===== config.mk =====
export PLATFORM = sky130hd
export DESIGN_NAME = vga_bounce_box_flat
export DESIGN_NICKNAME = d
export VERILOG_FILES = /design/src/rtl/vga_bounce_box_if.sv /design/src/rtl/vga_bounce_box.sv /design/src/flat_wrapper.sv
export SDC_FILE = /design/constraint.sdc
export NUM_CORES = 1
export LEC_CHECK = 0
export ABC_AREA = 1
export CORE_ASPECT_RATIO = 1.4
export CORE_MARGIN = 4
export CORE_UTILIZATION = 30
export CTS_CLUSTER_DIAMETER = 30
export DETAILED_ROUTE_END_ITERATION = 16
export GPL_ROUTABILITY_DRIVEN = 0
export PLACE_DENSITY = 0.52
export SYNTH_ARGS = -nofsm -noshare
export SYNTH_HDL_FRONTEND = slang
export SYNTH_SLANG_ARGS = --single-unit

===== constraint.sdc =====
create_clock -name i_Clk -period 3.5 [get_ports i_Clk]
set_input_delay 0.7 -clock i_Clk [delete_from_list [all_inputs] [get_ports i_Clk]]
set_output_delay 0.7 -clock i_Clk [all_outputs]
set_load 0.05 [all_outputs]

===== src/rtl/vga_bounce_box_if.sv =====
// Pixel-stream bundle between VGA_Counter/VGA_Sync and the bounce-box pattern stage.
// The pattern stage is the slave: it takes counts and pause, and returns RGB plus the frame tick.
interface vga_bounce_box_if #(
    parameter int COLOR_BITS = 3
) ();
    logic [9:0]            i_Col_Count;
    logic [9:0]            i_Row_Count;
    logic                  i_Pause;
    logic [COLOR_BITS-1:0] o_Red_Video;
    logic [COLOR_BITS-1:0] o_Grn_Video;
    logic [COLOR_BITS-1:0] o_Blu_Video;
    logic                  o_Frame_Tick;

    modport slave (
        input  i_Col_Count, i_Row_Count, i_Pause,
        output o_Red_Video, o_Grn_Video, o_Blu_Video, o_Frame_Tick
    );

    modport master (
        output i_Col_Count, i_Row_Count, i_Pause,
        input  o_Red_Video, o_Grn_Video, o_Blu_Video, o_Frame_Tick
    );
endinterface


===== src/rtl/vga_bounce_box.sv =====
// Draws one solid box that moves once per FRAME_DIV frames, bounces off the active-area edges
// and steps through a 7-colour cycle on each bounce. RGB is registered with one cycle of latency.
module vga_bounce_box #(
    parameter int COLOR_BITS  = 3,
    parameter int ACTIVE_COLS = 640,
    parameter int ACTIVE_ROWS = 480,
    parameter int BOX_W       = 20,
    parameter int BOX_H       = 100,
    parameter int START_X     = 50,
    parameter int START_Y     = 50,
    parameter int STEP        = 2,
    parameter int FRAME_DIV   = 1
) (
    input  logic             i_Clk,
    input  logic             i_Reset,
    vga_bounce_box_if.slave  bus
);
    localparam int MAX_X = ACTIVE_COLS - BOX_W;
    localparam int MAX_Y = ACTIVE_ROWS - BOX_H;
    localparam int CNT_W = (FRAME_DIV > 1) ? $clog2(FRAME_DIV) : 1;

    logic [9:0]            x_q, x_d, y_q, y_d;
    logic                  dir_x_q, dir_x_d;   // 1 = right
    logic                  dir_y_q, dir_y_d;   // 1 = down
    logic [CNT_W-1:0]      frame_cnt_q, frame_cnt_d;
    logic [2:0]            idx_q, idx_d;
    logic                  tick_q;
    logic                  bounce_x_s, bounce_y_s;
    logic                  hit_s;
    logic [10:0]           x_ext_s, y_ext_s, col_ext_s, row_ext_s;
    logic [COLOR_BITS-1:0] red_q, grn_q, blu_q;

    assign x_ext_s   = {1'b0, x_q};
    assign y_ext_s   = {1'b0, y_q};
    assign col_ext_s = {1'b0, bus.i_Col_Count};
    assign row_ext_s = {1'b0, bus.i_Row_Count};

    // Next position, direction, divider and colour; only a non-paused tick can change them.
    always_comb begin
        x_d         = x_q;
        y_d         = y_q;
        dir_x_d     = dir_x_q;
        dir_y_d     = dir_y_q;
        frame_cnt_d = frame_cnt_q;
        idx_d       = idx_q;
        bounce_x_s  = 1'b0;
        bounce_y_s  = 1'b0;
        if (tick_q && !bus.i_Pause) begin
            if (frame_cnt_q == CNT_W'(FRAME_DIV - 1)) begin
                frame_cnt_d = {CNT_W{1'b0}};
                if (dir_x_q) begin
                    if (x_ext_s + 11'(STEP) >= 11'(MAX_X)) begin
                        x_d        = 10'(MAX_X);
                        dir_x_d    = 1'b0;
                        bounce_x_s = 1'b1;
                    end else begin
                        x_d = x_q + 10'(STEP);
                    end
                end else begin
                    if (x_ext_s <= 11'(STEP)) begin
                        x_d        = 10'd0;
                        dir_x_d    = 1'b1;
                        bounce_x_s = 1'b1;
                    end else begin
                        x_d = x_q - 10'(STEP);
                    end
                end
                if (dir_y_q) begin
                    if (y_ext_s + 11'(STEP) >= 11'(MAX_Y)) begin
                        y_d        = 10'(MAX_Y);
                        dir_y_d    = 1'b0;
                        bounce_y_s = 1'b1;
                    end else begin
                        y_d = y_q + 10'(STEP);
                    end
                end else begin
                    if (y_ext_s <= 11'(STEP)) begin
                        y_d        = 10'd0;
                        dir_y_d    = 1'b1;
                        bounce_y_s = 1'b1;
                    end else begin
                        y_d = y_q - 10'(STEP);
                    end
                end
                // A corner hit still advances the colour only once; index 0 (black) is skipped.
                if (bounce_x_s || bounce_y_s) begin
                    idx_d = (idx_q == 3'd1) ? 3'd7 : (idx_q - 3'd1);
                end else begin
                    idx_d = idx_q;
                end
            end else begin
                frame_cnt_d = frame_cnt_q + CNT_W'(1);
            end
        end else begin
            frame_cnt_d = frame_cnt_q;
        end
    end

    // Box hit for the current counts, restricted to the visible area.
    always_comb begin
        hit_s = (col_ext_s < 11'(ACTIVE_COLS)) && (row_ext_s < 11'(ACTIVE_ROWS)) &&
                (col_ext_s >= x_ext_s) && (col_ext_s < x_ext_s + 11'(BOX_W)) &&
                (row_ext_s >= y_ext_s) && (row_ext_s < y_ext_s + 11'(BOX_H));
    end

    // Motion state, frame tick and registered pixel output.
    always_ff @(posedge i_Clk or posedge i_Reset) begin
        if (i_Reset) begin
            x_q         <= 10'(START_X);
            y_q         <= 10'(START_Y);
            dir_x_q     <= 1'b1;
            dir_y_q     <= 1'b1;
            frame_cnt_q <= {CNT_W{1'b0}};
            idx_q       <= 3'd7;
            tick_q      <= 1'b0;
            red_q       <= {COLOR_BITS{1'b0}};
            grn_q       <= {COLOR_BITS{1'b0}};
            blu_q       <= {COLOR_BITS{1'b0}};
        end else begin
            x_q         <= x_d;
            y_q         <= y_d;
            dir_x_q     <= dir_x_d;
            dir_y_q     <= dir_y_d;
            frame_cnt_q <= frame_cnt_d;
            idx_q       <= idx_d;
            tick_q      <= (bus.i_Col_Count == 10'd0) && (bus.i_Row_Count == 10'(ACTIVE_ROWS));
            red_q       <= hit_s ? {COLOR_BITS{idx_q[2]}} : {COLOR_BITS{1'b0}};
            grn_q       <= hit_s ? {COLOR_BITS{idx_q[1]}} : {COLOR_BITS{1'b0}};
            blu_q       <= hit_s ? {COLOR_BITS{idx_q[0]}} : {COLOR_BITS{1'b0}};
        end
    end

    assign bus.o_Red_Video  = red_q;
    assign bus.o_Grn_Video  = grn_q;
    assign bus.o_Blu_Video  = blu_q;
    assign bus.o_Frame_Tick = tick_q;
endmodule


===== src/flat_wrapper.sv =====
// flat-port wrapper written by rule: the top's interface ports become plain ports
module vga_bounce_box_flat 
#(
    parameter int COLOR_BITS  = 3,
    parameter int ACTIVE_COLS = 640,
    parameter int ACTIVE_ROWS = 480,
    parameter int BOX_W       = 20,
    parameter int BOX_H       = 100,
    parameter int START_X     = 50,
    parameter int START_Y     = 50,
    parameter int STEP        = 2,
    parameter int FRAME_DIV   = 1
)
  (i_Clk, i_Reset, bus_i_Col_Count, bus_i_Row_Count, bus_i_Pause, bus_o_Red_Video, bus_o_Grn_Video, bus_o_Blu_Video, bus_o_Frame_Tick);
  vga_bounce_box_if #(.COLOR_BITS(COLOR_BITS)) bus_i ();
  input  logic i_Clk;
  input  logic i_Reset;
  input wire logic [$bits(bus_i.i_Col_Count)-1:0] bus_i_Col_Count;
  input wire logic [$bits(bus_i.i_Row_Count)-1:0] bus_i_Row_Count;
  input wire logic [$bits(bus_i.i_Pause)-1:0] bus_i_Pause;
  output wire logic [$bits(bus_i.o_Red_Video)-1:0] bus_o_Red_Video;
  output wire logic [$bits(bus_i.o_Grn_Video)-1:0] bus_o_Grn_Video;
  output wire logic [$bits(bus_i.o_Blu_Video)-1:0] bus_o_Blu_Video;
  output wire logic [$bits(bus_i.o_Frame_Tick)-1:0] bus_o_Frame_Tick;
  assign bus_i.i_Col_Count = bus_i_Col_Count;
  assign bus_i.i_Row_Count = bus_i_Row_Count;
  assign bus_i.i_Pause = bus_i_Pause;
  assign bus_o_Red_Video = bus_i.o_Red_Video;
  assign bus_o_Grn_Video = bus_i.o_Grn_Video;
  assign bus_o_Blu_Video = bus_i.o_Blu_Video;
  assign bus_o_Frame_Tick = bus_i.o_Frame_Tick;
  vga_bounce_box #(.COLOR_BITS(COLOR_BITS), .ACTIVE_COLS(ACTIVE_COLS), .ACTIVE_ROWS(ACTIVE_ROWS), .BOX_W(BOX_W), .BOX_H(BOX_H), .START_X(START_X), .START_Y(START_Y), .STEP(STEP), .FRAME_DIV(FRAME_DIV)) u_core (.i_Clk(i_Clk), .i_Reset(i_Reset), .bus(bus_i));
endmodule

==> flow_summary_export.csv <==
group,metric,value,unit
status,status,"completed",
floorplanning,coreArea,10500,um2
floorplanning,die_h,131,um
logic_synthesis,yosysWarnings,0,
placement,portBuffers,32,
setup_path,path_delay_family,"simple AND/OR/NAND/NOR gates",
setup_path,cp-end-kind,"register",
setup_path,worst_path_max_delay_cell,"dfrtp_1",
setup_path,path_max_fanout,7,
cts,cts_max_path_buffers,2,
grt,gr-total-overflow,0,
timing,slew_violations,0,
grt,grtUsageMet2,26.8,%
cts,postCtsResizedCells,0,
logic_synthesis,synth-main-ff-cell,"dfrtp_1",
grt,grt_util_all_layers,13.8,%
cts,clkTransAtPathRegs,0.07,ns
grt,met1_usage,16.6,%
grt,grt_pass1_vias,2972,
timing,worst_pin_slew,1.02,ns
logic_synthesis,synth_seq_cells,27,
setup_path,max_stage_delay,0.47,ns
setup_path,cp-start-kind,"register",
cells_and_area,final_cell_mix,"nand2_1 (96), inv_1 (49), ha_1 (48), nor2_1 (34), clkdlybuf4s50_1 (32)",
logic_synthesis,yosys.area.top_type,"ha_1",
setup_path,required,3.70,ns
setup_path,critPathKind,"reg -> reg",
cells_and_area,nets,544,
cts,cts_root_buffer,"clkbuf_16",
logic_synthesis,synth_edf_count,0,
timing,slew_headroom,31.9,%
logic_synthesis,async_flop_share,100,%
routing,first_iter_violations,94,
logic_synthesis,syn-num-nets,522,
grt,grt_pass1_wl,14000,um
setup_path,path_cells,"ha_1, o21ai_0, xor2_1, ha_1, a21oi_1, o21ai_0, nor3b_1, nor3_1, nand3_1, nor2_1",
power,p_leak,1.74,nW
placement,place_ws,0.872,ns
logic_synthesis,ys_seq_area_share,21.3,%
routing,dr.pass1.iters,4,
timing,grt_setup_unrepaired,"false",
cts,hold_buffers,0,
min_path,hp-class,"reg -> reg",
logic_synthesis,syn_avg_cell_area,7.19,um2
grt,grt.met3_usage,1.55,%
setup_path,crit_arrival,2.66,ns
logic_synthesis,yosysUniqueCellTypes,40,
timing,clock.fmax,407,MHz
timing,fin_ws,1.04,ns
logic_synthesis,synth_top_cell_area_share,18.5,%
logic_synthesis,synthesis.area,3240,um2
timing,fin_crit,2.46,ns
floorplanning,die_w,95.9,um
routing,wl,8170,um
routing,ant_nets,0,
routing,vias_per_cell,4.81,
power,power_density,228,nW/um2
timing,timing.final.crit_share,70.2,%
timing,skew,0.0101,ns
floorplanning,rows,44,
grt,antenna_found_initial,0,
grt,grt-busiest-layer,"met2",
cells_and_area,area_growth,14.3,%
timing,tns,0,ns
cts,clock_sinks,27,
power,power,844,uW
cts,clk_latency,0.27,ns
placement,hpwl,6720,um
routing,dr_total_vias,2934,
timing,hold_violations,0,
floorplanning,pin_count,33,
floorplanning,dieArea,12600,um2
power,max-vdd-ir-drop,0.145,mV
timing,setup_viol,0,
flow_run,drv_cap,0,
cts,cts.htree.levels,1,
logic_synthesis,synthCells,451,
cts,postCtsSetupRepairBufs,0,
cts,cts_buffers,3,
cells_and_area,layout_commonest_cell,"nand2_1",
floorplanning,start_util,31.0,%
cells_and_area,drive_above_1_share,11.2,%
cells_and_area,utilization,35.4,%
cts,cts_tree,"done",
routing,routed_wire_length_per_instance,13.4,um
grt,grt_max_degree,33,
timing,timing.hold.ws,0.468,ns
routing,drc,0,
setup_path,path_buf_inv,0,
logic_synthesis,ys_top_cells_by_area,"ha_1 (19%), dfrtp_1 (12%), nand2_1 (11%)",
cells_and_area,num_antenna_cells,0,
[worst reg2reg max path, delay by kind of cell (launching register included)]
kind            cells  cell delay [ns]
compound gates      3             0.53
xor+xnor            1             0.20
fa+ha+maj           2             0.54
flops               1             0.47
simple gates        4             0.66
[worst paths after layout]
path | cells after the start | end | slack, ns | start
max in group asynchronous | 3 | u_core.idx_q[2] | 1.79 | i_Reset
max reg2reg | 10 | u_core.bus.o_Blu_Video[1] | 1.04 | u_core.x_q[3]
min | 2 | u_core.idx_q[1] | 0.47 | u_core.idx_q[1]
max | 10 | u_core.bus.o_Blu_Video[1] | 1.04 | u_core.x_q[3]
min in group asynchronous | 2 | u_core.y_q[3] | 0.98 | i_Reset
min reg2reg | 2 | u_core.idx_q[1] | 0.47 | u_core.idx_q[1]
[metal layers]
layer	up-vias	wire length, um
met5	-	0
met4	0	51
met3	4	213
met2	43	4410
met1	1361	3490
li1	1526	-
[power by group]
part | switching (mW) | leakage [nW] | internal (mW)
logic | 0.135 | 1.41 | 0.0981
registers | 0.0191 | 0.299 | 0.324
clock network | 0.112 | 0.0371 | 0.155
[registers in the layout, indices dropped and copies added (netlist names)]
signal and count:
u_core.bus.o_Red_Video 1, u_core.dir_x_q 1, u_core.idx_q 3, u_core.x_q 9, u_core.bus.o_Frame_Tick 1, u_core.y_q 9
u_core.bus.o_Grn_Video 1, u_core.dir_y_q 1, u_core.bus.o_Blu_Video 1
[cells in the mapped netlist (all sizes together), types with 2 or more instances]
cell    instances
a22oi           2
xnor2           2
nor3            4
nor4            8
xor2           23
nand2         110
nand4           9
nor2           40
buf            15
nand3          31
dfrtp          16
a211oi          2
o21ai          30
inv            56
dfstp          11
ha             48
o22ai           4
a31oi           4
a21oi          28
clkbuf          2
[cell families after synthesis]
| logic type | synth area share [%] |
|---|---|
| compound gates | 12.6 |
| fa+ha+maj | 18.5 |
| xor+xnor | 6.75 |
| simple gates | 30.5 |
| flops | 21.3 |
| buf+inv | 10.4 |
[layout make-up]
| class | count | area, um2 |
|---|---|---|
| Clock buffer | 3 | 75.1 |
| Multi-Input combinational cell | 351 | 2220 |
| Sequential cell | 27 | 689 |
| Fill cell | 1138 | 6750 |
| Inverter | 56 | 210 |
| Clock inverter | 1 | 7.51 |
| Tap cell | 138 | 173 |
| Timing Repair Buffer | 34 | 335 |
[stage by stage]
step	area (um2)	instances
after global routing	3710	610
after floorplan	3240	451
after detailed placement	3620	606
after global placement	3620	606
final	3710	610
after CTS	3710	610
Note: power is estimated with default switching activity, not from simulation.
